**src/rtl/ofdmbbp_tx_dac_framer.sv**
```systemverilog
// ofdmbbp_tx_dac_framer
// TX sample framer for the AD9361 DAC port. Baseband I/Q from the modem is
// buffered in a small FIFO and played out one sample per dac_valid strobe.
// Each command frames (repeat+1) bursts of (length+1)*SYMBOL_LEN samples,
// each followed by `pause` zero strobes. An empty FIFO during a burst emits
// zero, so DAC timing and burst duration never change.
//
// Optional build macro: OFDMBBP_TX_UNDERFLOW_CNT_EN adds the underflow_cnt
// output, a saturating count of zero-inserted burst strobes.
//
// Handshakes (valid/ready): a transfer happens on a rising clk edge where
// both valid and ready are high. The source holds its payload stable while
// valid is high and ready is low. ready never depends combinationally on
// valid (s_ready follows the FIFO level, cmd_ready follows the state).
module ofdmbbp_tx_dac_framer #(
    parameter int FIFO_AW    = 5,
    parameter int SYMBOL_LEN = 80,
    parameter int PREFILL    = 16
) (
    input  logic               clk,
    input  logic               rst,
    input  logic               cmd_valid,
    output logic               cmd_ready,
    input  logic [7:0]         cmd_length,
    input  logic [6:0]         cmd_repeat,
    input  logic [7:0]         cmd_pause,
    input  logic               s_valid,
    output logic               s_ready,
    input  logic [15:0]        s_data_i,
    input  logic [15:0]        s_data_q,
    input  logic               dac_valid,
    output logic [15:0]        dac_data_i,
    output logic [15:0]        dac_data_q,
    output logic               tx_busy,
    output logic               tx_start,
    output logic               tx_done,
    output logic               underflow,
`ifdef OFDMBBP_TX_UNDERFLOW_CNT_EN
    output logic [15:0]        underflow_cnt,
`endif
    output logic [FIFO_AW:0]   fifo_level
);

    localparam int DEPTH    = 1 << FIFO_AW;
    localparam int FILL_THR = (PREFILL > DEPTH) ? DEPTH : PREFILL;
    localparam logic [FIFO_AW:0] DEPTH_LVL = (FIFO_AW+1)'(DEPTH);
    localparam logic [FIFO_AW:0] FILL_LVL  = (FIFO_AW+1)'(FILL_THR);
    localparam logic [16:0]      SYM_LEN17 = 17'(SYMBOL_LEN);

    typedef enum logic [1:0] {
        ST_IDLE  = 2'd0,
        ST_FILL  = 2'd1,
        ST_BURST = 2'd2,
        ST_PAUSE = 2'd3
    } state_t;

    state_t state, state_d;

    // ---------------- FIFO ----------------
    logic [31:0]        mem [DEPTH];
    logic [FIFO_AW-1:0] wr_ptr, rd_ptr;
    logic [FIFO_AW:0]   level;
    logic               wr_en, rd_en;
    logic [31:0]        head;

    assign s_ready    = (level < DEPTH_LVL);
    assign wr_en      = s_valid && s_ready;
    assign rd_en      = (state == ST_BURST) && dac_valid && (level != '0);
    assign head       = mem[rd_ptr];
    assign fifo_level = level;

    // Sample storage; contents are don't-care while the level says empty.
    always_ff @(posedge clk) begin
        if (wr_en) mem[wr_ptr] <= {s_data_i, s_data_q};
    end

    // FIFO pointers and occupancy; a read and write together keep the level.
    always_ff @(posedge clk or posedge rst) begin
        if (rst) begin
            wr_ptr <= '0;
            rd_ptr <= '0;
            level  <= '0;
        end else begin
            if (wr_en) wr_ptr <= wr_ptr + 1'b1;
            if (rd_en) rd_ptr <= rd_ptr + 1'b1;
            case ({wr_en, rd_en})
                2'b10:   level <= level + 1'b1;
                2'b01:   level <= level - 1'b1;
                default: level <= level;
            endcase
        end
    end

    // ---------------- command framing ----------------
    logic [16:0] burst_len;
    logic [15:0] burst_m1_calc;
    logic [15:0] burst_m1;
    logic [7:0]  pause_len;
    logic [15:0] samp_cnt, samp_cnt_d;
    logic [7:0]  pause_cnt, pause_cnt_d;
    logic [6:0]  rep_left, rep_left_d;
    logic        accept, start_d, done_d, uf_hit;

    // (length+1)*SYMBOL_LEN can reach 65536; the minus-one form always fits.
    assign burst_len     = (17'(cmd_length) + 17'd1) * SYM_LEN17;
    assign burst_m1_calc = 16'(burst_len - 17'd1);

    assign cmd_ready = (state == ST_IDLE);
    assign tx_busy   = (state != ST_IDLE);

    // Next-state and counter logic; counters only move on dac_valid.
    always_comb begin
        state_d     = state;
        samp_cnt_d  = samp_cnt;
        pause_cnt_d = pause_cnt;
        rep_left_d  = rep_left;
        accept      = 1'b0;
        start_d     = 1'b0;
        done_d      = 1'b0;
        uf_hit      = 1'b0;
        case (state)
            ST_IDLE: begin
                if (cmd_valid) begin
                    accept     = 1'b1;
                    rep_left_d = cmd_repeat;
                    state_d    = ST_FILL;
                end
            end
            ST_FILL: begin
                if (level >= FILL_LVL) begin
                    samp_cnt_d = burst_m1;
                    start_d    = 1'b1;
                    state_d    = ST_BURST;
                end
            end
            ST_BURST: begin
                if (dac_valid) begin
                    uf_hit = (level == '0);
                    if (samp_cnt == '0) begin
                        if (pause_len != '0) begin
                            pause_cnt_d = pause_len - 8'd1;
                            state_d     = ST_PAUSE;
                        end else if (rep_left != '0) begin
                            rep_left_d = rep_left - 7'd1;
                            samp_cnt_d = burst_m1;
                        end else begin
                            done_d  = 1'b1;
                            state_d = ST_IDLE;
                        end
                    end else begin
                        samp_cnt_d = samp_cnt - 16'd1;
                    end
                end
            end
            ST_PAUSE: begin
                if (dac_valid) begin
                    if (pause_cnt == '0) begin
                        if (rep_left != '0) begin
                            rep_left_d = rep_left - 7'd1;
                            samp_cnt_d = burst_m1;
                            state_d    = ST_BURST;
                        end else begin
                            done_d  = 1'b1;
                            state_d = ST_IDLE;
                        end
                    end else begin
                        pause_cnt_d = pause_cnt - 8'd1;
                    end
                end
            end
            default: state_d = ST_IDLE;
        endcase
    end

    // State, counters and the one-cycle start/done pulses.
    always_ff @(posedge clk or posedge rst) begin
        if (rst) begin
            state     <= ST_IDLE;
            samp_cnt  <= '0;
            pause_cnt <= '0;
            rep_left  <= '0;
            tx_start  <= 1'b0;
            tx_done   <= 1'b0;
        end else begin
            state     <= state_d;
            samp_cnt  <= samp_cnt_d;
            pause_cnt <= pause_cnt_d;
            rep_left  <= rep_left_d;
            tx_start  <= start_d;
            tx_done   <= done_d;
        end
    end

    // Command fields kept for the whole transmission; multiply done once here.
    always_ff @(posedge clk or posedge rst) begin
        if (rst) begin
            burst_m1  <= '0;
            pause_len <= '0;
        end else if (accept) begin
            burst_m1  <= burst_m1_calc;
            pause_len <= cmd_pause;
        end
    end

    // Sticky underflow flag, cleared when a new command is taken.
    always_ff @(posedge clk or posedge rst) begin
        if (rst)         underflow <= 1'b0;
        else if (accept) underflow <= 1'b0;
        else if (uf_hit) underflow <= 1'b1;
    end

`ifdef OFDMBBP_TX_UNDERFLOW_CNT_EN
    // Saturating count of zero-inserted burst strobes for this command.
    always_ff @(posedge clk or posedge rst) begin
        if (rst)                                    underflow_cnt <= '0;
        else if (accept)                            underflow_cnt <= '0;
        else if (uf_hit && underflow_cnt != 16'hFFFF) underflow_cnt <= underflow_cnt + 16'd1;
    end
`endif

    // DAC output register: updates only on a strobe, zero unless a sample is read.
    always_ff @(posedge clk or posedge rst) begin
        if (rst) begin
            dac_data_i <= '0;
            dac_data_q <= '0;
        end else if (dac_valid) begin
            dac_data_i <= rd_en ? head[31:16] : 16'd0;
            dac_data_q <= rd_en ? head[15:0]  : 16'd0;
        end
    end

endmodule

```
**config.mk**
```make
export PLATFORM = sky130hd
export DESIGN_NAME = ofdmbbp_tx_dac_framer
export DESIGN_NICKNAME = d
export VERILOG_FILES = /design/src/rtl/ofdmbbp_tx_dac_framer.sv
export SDC_FILE = /design/constraint.sdc
export NUM_CORES = 1
export LEC_CHECK = 0
export ABC_CLOCK_PERIOD_IN_PS = 4150
export CORE_AREA = 5 5 431 433
export DETAILED_ROUTE_END_ITERATION = 6
export DIE_AREA = 0 0 436 438
export PLACE_DENSITY = 0.45
export SYNTH_ARGS = -nofsm -noshare
export SYNTH_HDL_FRONTEND = slang
export SYNTH_SLANG_ARGS = --single-unit
```
**constraint.sdc**
```tcl
create_clock -name clk -period 4.15 [get_ports clk]
set_clock_uncertainty 0.05 [all_clocks]
set_input_delay 0.415 -clock clk [delete_from_list [all_inputs] [get_ports clk]]
set_output_delay 0.415 -clock clk [all_outputs]
set_load 0.03 [all_outputs]
```
# Word-level counts from Yosys, hierarchy flattened
# Memory sizes are Yosys's and may differ from the RTL's.
# Index checks and enable logic that the tools add are counted.
totals:
  reg_bits: 108
  latch_bits: 0
  ram_bits: 1024
  mem_bits_ro: 0
  in_bits: 60
  output_inout_bits: 44
  elab_cells: 116
  memories: 1
mem_list:
  columns: ["memory", "words", "word_bits", "rd", "rd_clocked_by_memory_dff", "write_ports", "line", "text"]
  rows:
  - ["mem", 32, 32, 1, 0, 1, "60", "logic [31:0] mem [DEPTH];"]
op_classes:
  n_addsub: 10
  n_mul: 1
  n_div: 0
  n_lt_le_gt_ge: 2
  n_eq_ne: 16
  shift: 0
  muxes: 52
  bitwise_logic: 0
  n_reduce_logical: 20
op_table:
  columns: ["operator", "count"]
  rows:
  - ["two-way mux 16 bit", 9]
  - ["two-way mux 7 bit", 7]
  - ["case mux 16 bit (3 select lines)", 1]
  - ["two-way mux 8 bit", 5]
  - ["subtractor 16 x 1 -> 16 bit, second input constant", 2]
  - ["case mux 7 bit (3 select lines)", 1]
  - ["two-way mux 2 bit", 9]
  - ["zero test 16 bit", 1]
  - ["two-way mux 1 bit", 16]
  - ["case mux 8 bit (2 select lines)", 1]
  - ["subtractor 8 x 1 -> 8 bit, second input constant", 2]
  - ["!= test 2 bit, second input constant", 7]
  - ["AND reduction 7 bit", 2]
  - ["multiplier 9 x 3 -> 12 bit, second input constant", 1]
  - ["case mux 6 bit (2 select lines)", 1]
  - ["AND reduction 6 bit", 2]
  - ["adder 5 x 1 -> 5 bit, second input constant", 2]
  - ["adder 8 x 1 -> 9 bit, second input constant", 1]
  - ["zero test 8 bit", 1]
  - ["case mux 2 bit (4 select lines)", 1]
  - ["nonzero test 2 bit", 4]
  - ["nonzero test 8 bit", 1]
  - ["nonzero test 7 bit", 1]
  - ["subtractor 7 x 1 -> 7 bit, second input constant", 1]
  - ["14 further kinds", 22]

# Longest topological paths before layout
logic_depth:
  depth_word: 6
  mapped_depth: 13
  depth_no_buf: 12

# Least setup slack after synthesis
# Ideal clock, no wire load.
synth_path:
  kind: "input to register"
  startpoint: "in cmd_length[0]"
  endpoint: "reg burst_m1[15]"
  setup_ps: 121
  arrival_time_ps: 3383
  path_slack_ps: 596
  stages: 11
  path_cell_list: "clkbuf_1 > nand3_1 > xnor2_1 > ha_1 > ha_1 > fa_1 > nor4_1 > o211ai_1 > nor4_1 > mux2_2 > a22o_1"
synth_via:
  elab_chain_cells: 3
synth_rtl:
  columns: ["item", "line", "text"]
  rows:
  - ["start, declared", "24", "input logic [7:0] cmd_length,"]
  - ["adder 8 x 1 -> 9 bit", "105", "assign burst_len = (17'(cmd_length) + 17'd1) * SYM_LEN17;"]
  - ["multiplier 9 x 3 -> 12 bit", "105", null]
  - ["subtractor 16 x 1 -> 16 bit", "106", "assign burst_m1_calc = 16'(burst_len - 17'd1);"]
  - ["end signal, assigned", "200", "burst_m1 <= burst_m1_calc;"]
  - ["end, declared", "97", "logic [15:0] burst_m1;"]
# Every way passes these cells.
# A chain may end at the register's enable or synchronous reset.

# Worst setup path after layout
layout_path:
  startpoint: "in cmd_length[1]"
  endpoint: "reg burst_m1[15]"
# Same word-level chain as after synthesis.

==> flow_summary.toml <==
[cts]
root_buffer = "clkbuf_16"
cts.repair.resized = 0
clock_sinks = 1129
clockBufferDepth = 3
cts_tree = "done"
clk_transition_reported_paths_ns = 0.06
cts_buffers = 130
clock_latency_ns = 0.76
htreeDepth = 4

[logic_synthesis]
synth_cells = 2170
yosys.cell_count.top_type = "edfxtp_1"
synth_edf_count = 1024
yosysSeqAreaShare = 0.7418
synth_warnings = 0
avgSynthCellArea_um2 = 20.73
yosys_most_used_dff = "edfxtp_1"
synth.distinct_cells = 78
ys_top_cells_by_area = "edfxtp_1 (68%), mux4_2 (16%), dfrtp_1 (5.8%)"
synth_top_area_frac = 0.6834
syn-cell-area_um2 = 44990
synth_fp_nets = 2261
async_flop_share = 0.09300
yosys_register_bits = 1129
yosys.area.top_type = "edfxtp_1"
netlist_top_cells_count = "edfxtp_1 (1024), mux4_2 (320), dfrtp_1 (105)"

[detailed_routing]
routed_wl_um = 121200
drc = 0
drt_pass1_iterations = 5
num_vias = 22170
drt_iter0_drc = 1875
via_per_inst = 4.555
post_drt_wl_per_cell_um = 24.89
ant_nets = 0

[cells_and_area]
drive_gt1_frac = 0.2683
fin_util = 0.2971
area_growth_pct = 20.00
final_area_um2 = 53990
nNetsFinal = 2476
finalNonFillerCells = 4867

[sta]
final.period_utilization = 0.8246
setup_slack_ns = 0.7278
finalCriticalPeriod_ns = 3.422
drv_slew = 0
hold_viol_final = 0
relSlewSlack = 0.2073
fmax_ghz = 0.2922
finalSetupTns_ns = 0
grt_setup_unrepaired = "false"
hold_ws_ns = 0.1092
final-setup-viol-count = 0
worst_pin_slew_ns = 1.185

[pwr]
ir_drop_v = 0.0003697
switching_power_mw = 10.45
power_frac_clock = 0.322
p_leak_nw = 16.98
p_seq_frac = 0.400
power.density_nw_per_um2 = 650.3
swShare = 0.2977
intPower_mw = 24.66
power_mw = 35.11
p_comb_frac = 0.278

[placed_design]
postPlaceCellArea_um2 = 49770
place_ws_ns = 0.02800
place_congestion = 0.7891
port_buffers = 103
place_inst = 4637
dp_hpwl_um = 69830

[setup_path]
ff2ff_setup_slack_ns = 0.80
crit_family = "adder cells"
crit_type = "in2reg"
critPathLaunchType = "primary input"
cp.arrival_ns = 4.01
crit_fanout = 4
worstPathRequired_ns = 4.73
cp_cell_sequence = "clkdlybuf4s50_1 > nand3_1 > xnor2_1 > ha_1 > ha_1 > fa_1 > a21o_1 > a221oi_1 > xnor2_1 > nor4_1 > mux2_2 > a22o_1"
ff2ff_path_depth = 7
r2r_end = "pause_cnt[4]$_DFFE_PP0P_"
worst-path-buf-inv = 1
cpPeakStageDelay_ns = 0.53
r2r_start = "state[1]$_DFFE_PP0P_"
crit_path_top_delay_cell = "clkdlybuf4s50_1"
end_kind = "flop"

[run]
cap_violations = 0

[grt]
grt_max_degree = 70
grt_pass1_wl_um = 173600
antenna_found_initial = 10
grt_pass1_vias = 23570
overflow = 0
grt.total_usage = 0.1254

[min_path]
hold_path_class = "in2async"

[floorplanning]
start_util = 0.2476
die_y_um = 438
row_count = 157
core_area_um2 = 181700
die_w_um = 436
io_pins = 104
die_area_um2 = 191000

[run_status]
outcome = "finished clean"
==> placed cells by master, fill, tap and decap left out, drive strengths merged, types with 41 or more instances in the layout <==
cell	n
o21ai	50
clkdlybuf4s50	102
nor2	79
inv	76
mux2i	43
buf	91
mux4	320
dfrtp	105
clkinv	41
clkbuf	164
nand2	57
edfxtp	1024
==> cell families after synthesis <==
family | Yosys count | share of synthesized area
xor+xnor | 30 | 0.006145
fa+ha+maj | 31 | 0.008954
compound gates | 192 | 0.02809
flops | 1129 | 0.7418
mux | 375 | 0.1727
simple gates | 233 | 0.02542
buf+inv | 180 | 0.01685
==> power groups by stage <==
stage	Sequential (mW)	Combinational (mW)	Clock [mW]
detailed placement	14.3	10.0	0
finish	14.0	9.77	11.3
global placement	14.2	9.89	0
floorplan	14.0	6.84	0
global route	14.1	10.5	12.1
CTS	14.0	10.0	11.6
==> timing repair <==
item / 4_1_cts / 5_1_grt
setup endpoints to repair: 0 / 0
buffers inserted: 0 / 0
hold endpoints to repair: 1 / 0
hold buffers: 1 / 0
==> sequential cells by signal (all words and copies together), names as in the netlist <==
register / cells
dac_data_i: 16
samp_cnt: 16
rd_ptr: 5
state: 2
rep_left: 7
burst_m1: 13
fifo_level: 6
pause_len: 8
wr_ptr: 5
pause_cnt: 8
underflow: 1
tx_done: 1
tx_start: 1
dac_data_q: 16
mem: 1024
==> per-layer routing <==
| layer | vias to the layer above | part of all wire | track usage |
|---|---|---|---|
| li1 | 9429 | - | - |
| met1 | 11980 | 0.41 | 0.1563 |
| met2 | 577 | 0.52 | 0.2244 |
| met3 | 185 | 0.045 | 0.02279 |
| met4 | 2 | 0.022 | 0.03276 |
| met5 | - | 0.00011 | 0 |
==> area by class of cell <==
cell class,count,area (µm²)
repair buffers,194,2037
diodes,3,7.507
inverters,69,264.0
clock inverters,62,649.4
fillers,17460,127700
flip-flops and latches,1129,33390
well taps,2385,2984
multi-input cells,861,11100
clock buffers,164,3553
==> worst max-delay path by stage <==
stage | from | endpoint | slack (ns) | cells past startpoint
finish | cmd_length[1] | burst_m1[15]$_DFFE_PP0P_ | 0.73 | 12
global route | state[1]$_DFFE_PP0P_ | pause_cnt[4]$_DFFE_PP0P_ | 0.44 | 7
CTS | fifo_level[0]$_DFFE_PP0P_ | fifo_level[5]$_DFFE_PP0P_ | 0.76 | 12
detailed placement | cmd_length[1] | burst_m1[14]$_DFFE_PP0P_ | 0.03 | 12
global placement | cmd_length[2] | burst_m1[15]$_DFFE_PP0P_ | 0.06 | 13
floorplan | cmd_length[0] | burst_m1[15]$_DFFE_PP0P_ | 0.60 | 11
Note: power is estimated with default switching activity, not from simulation.
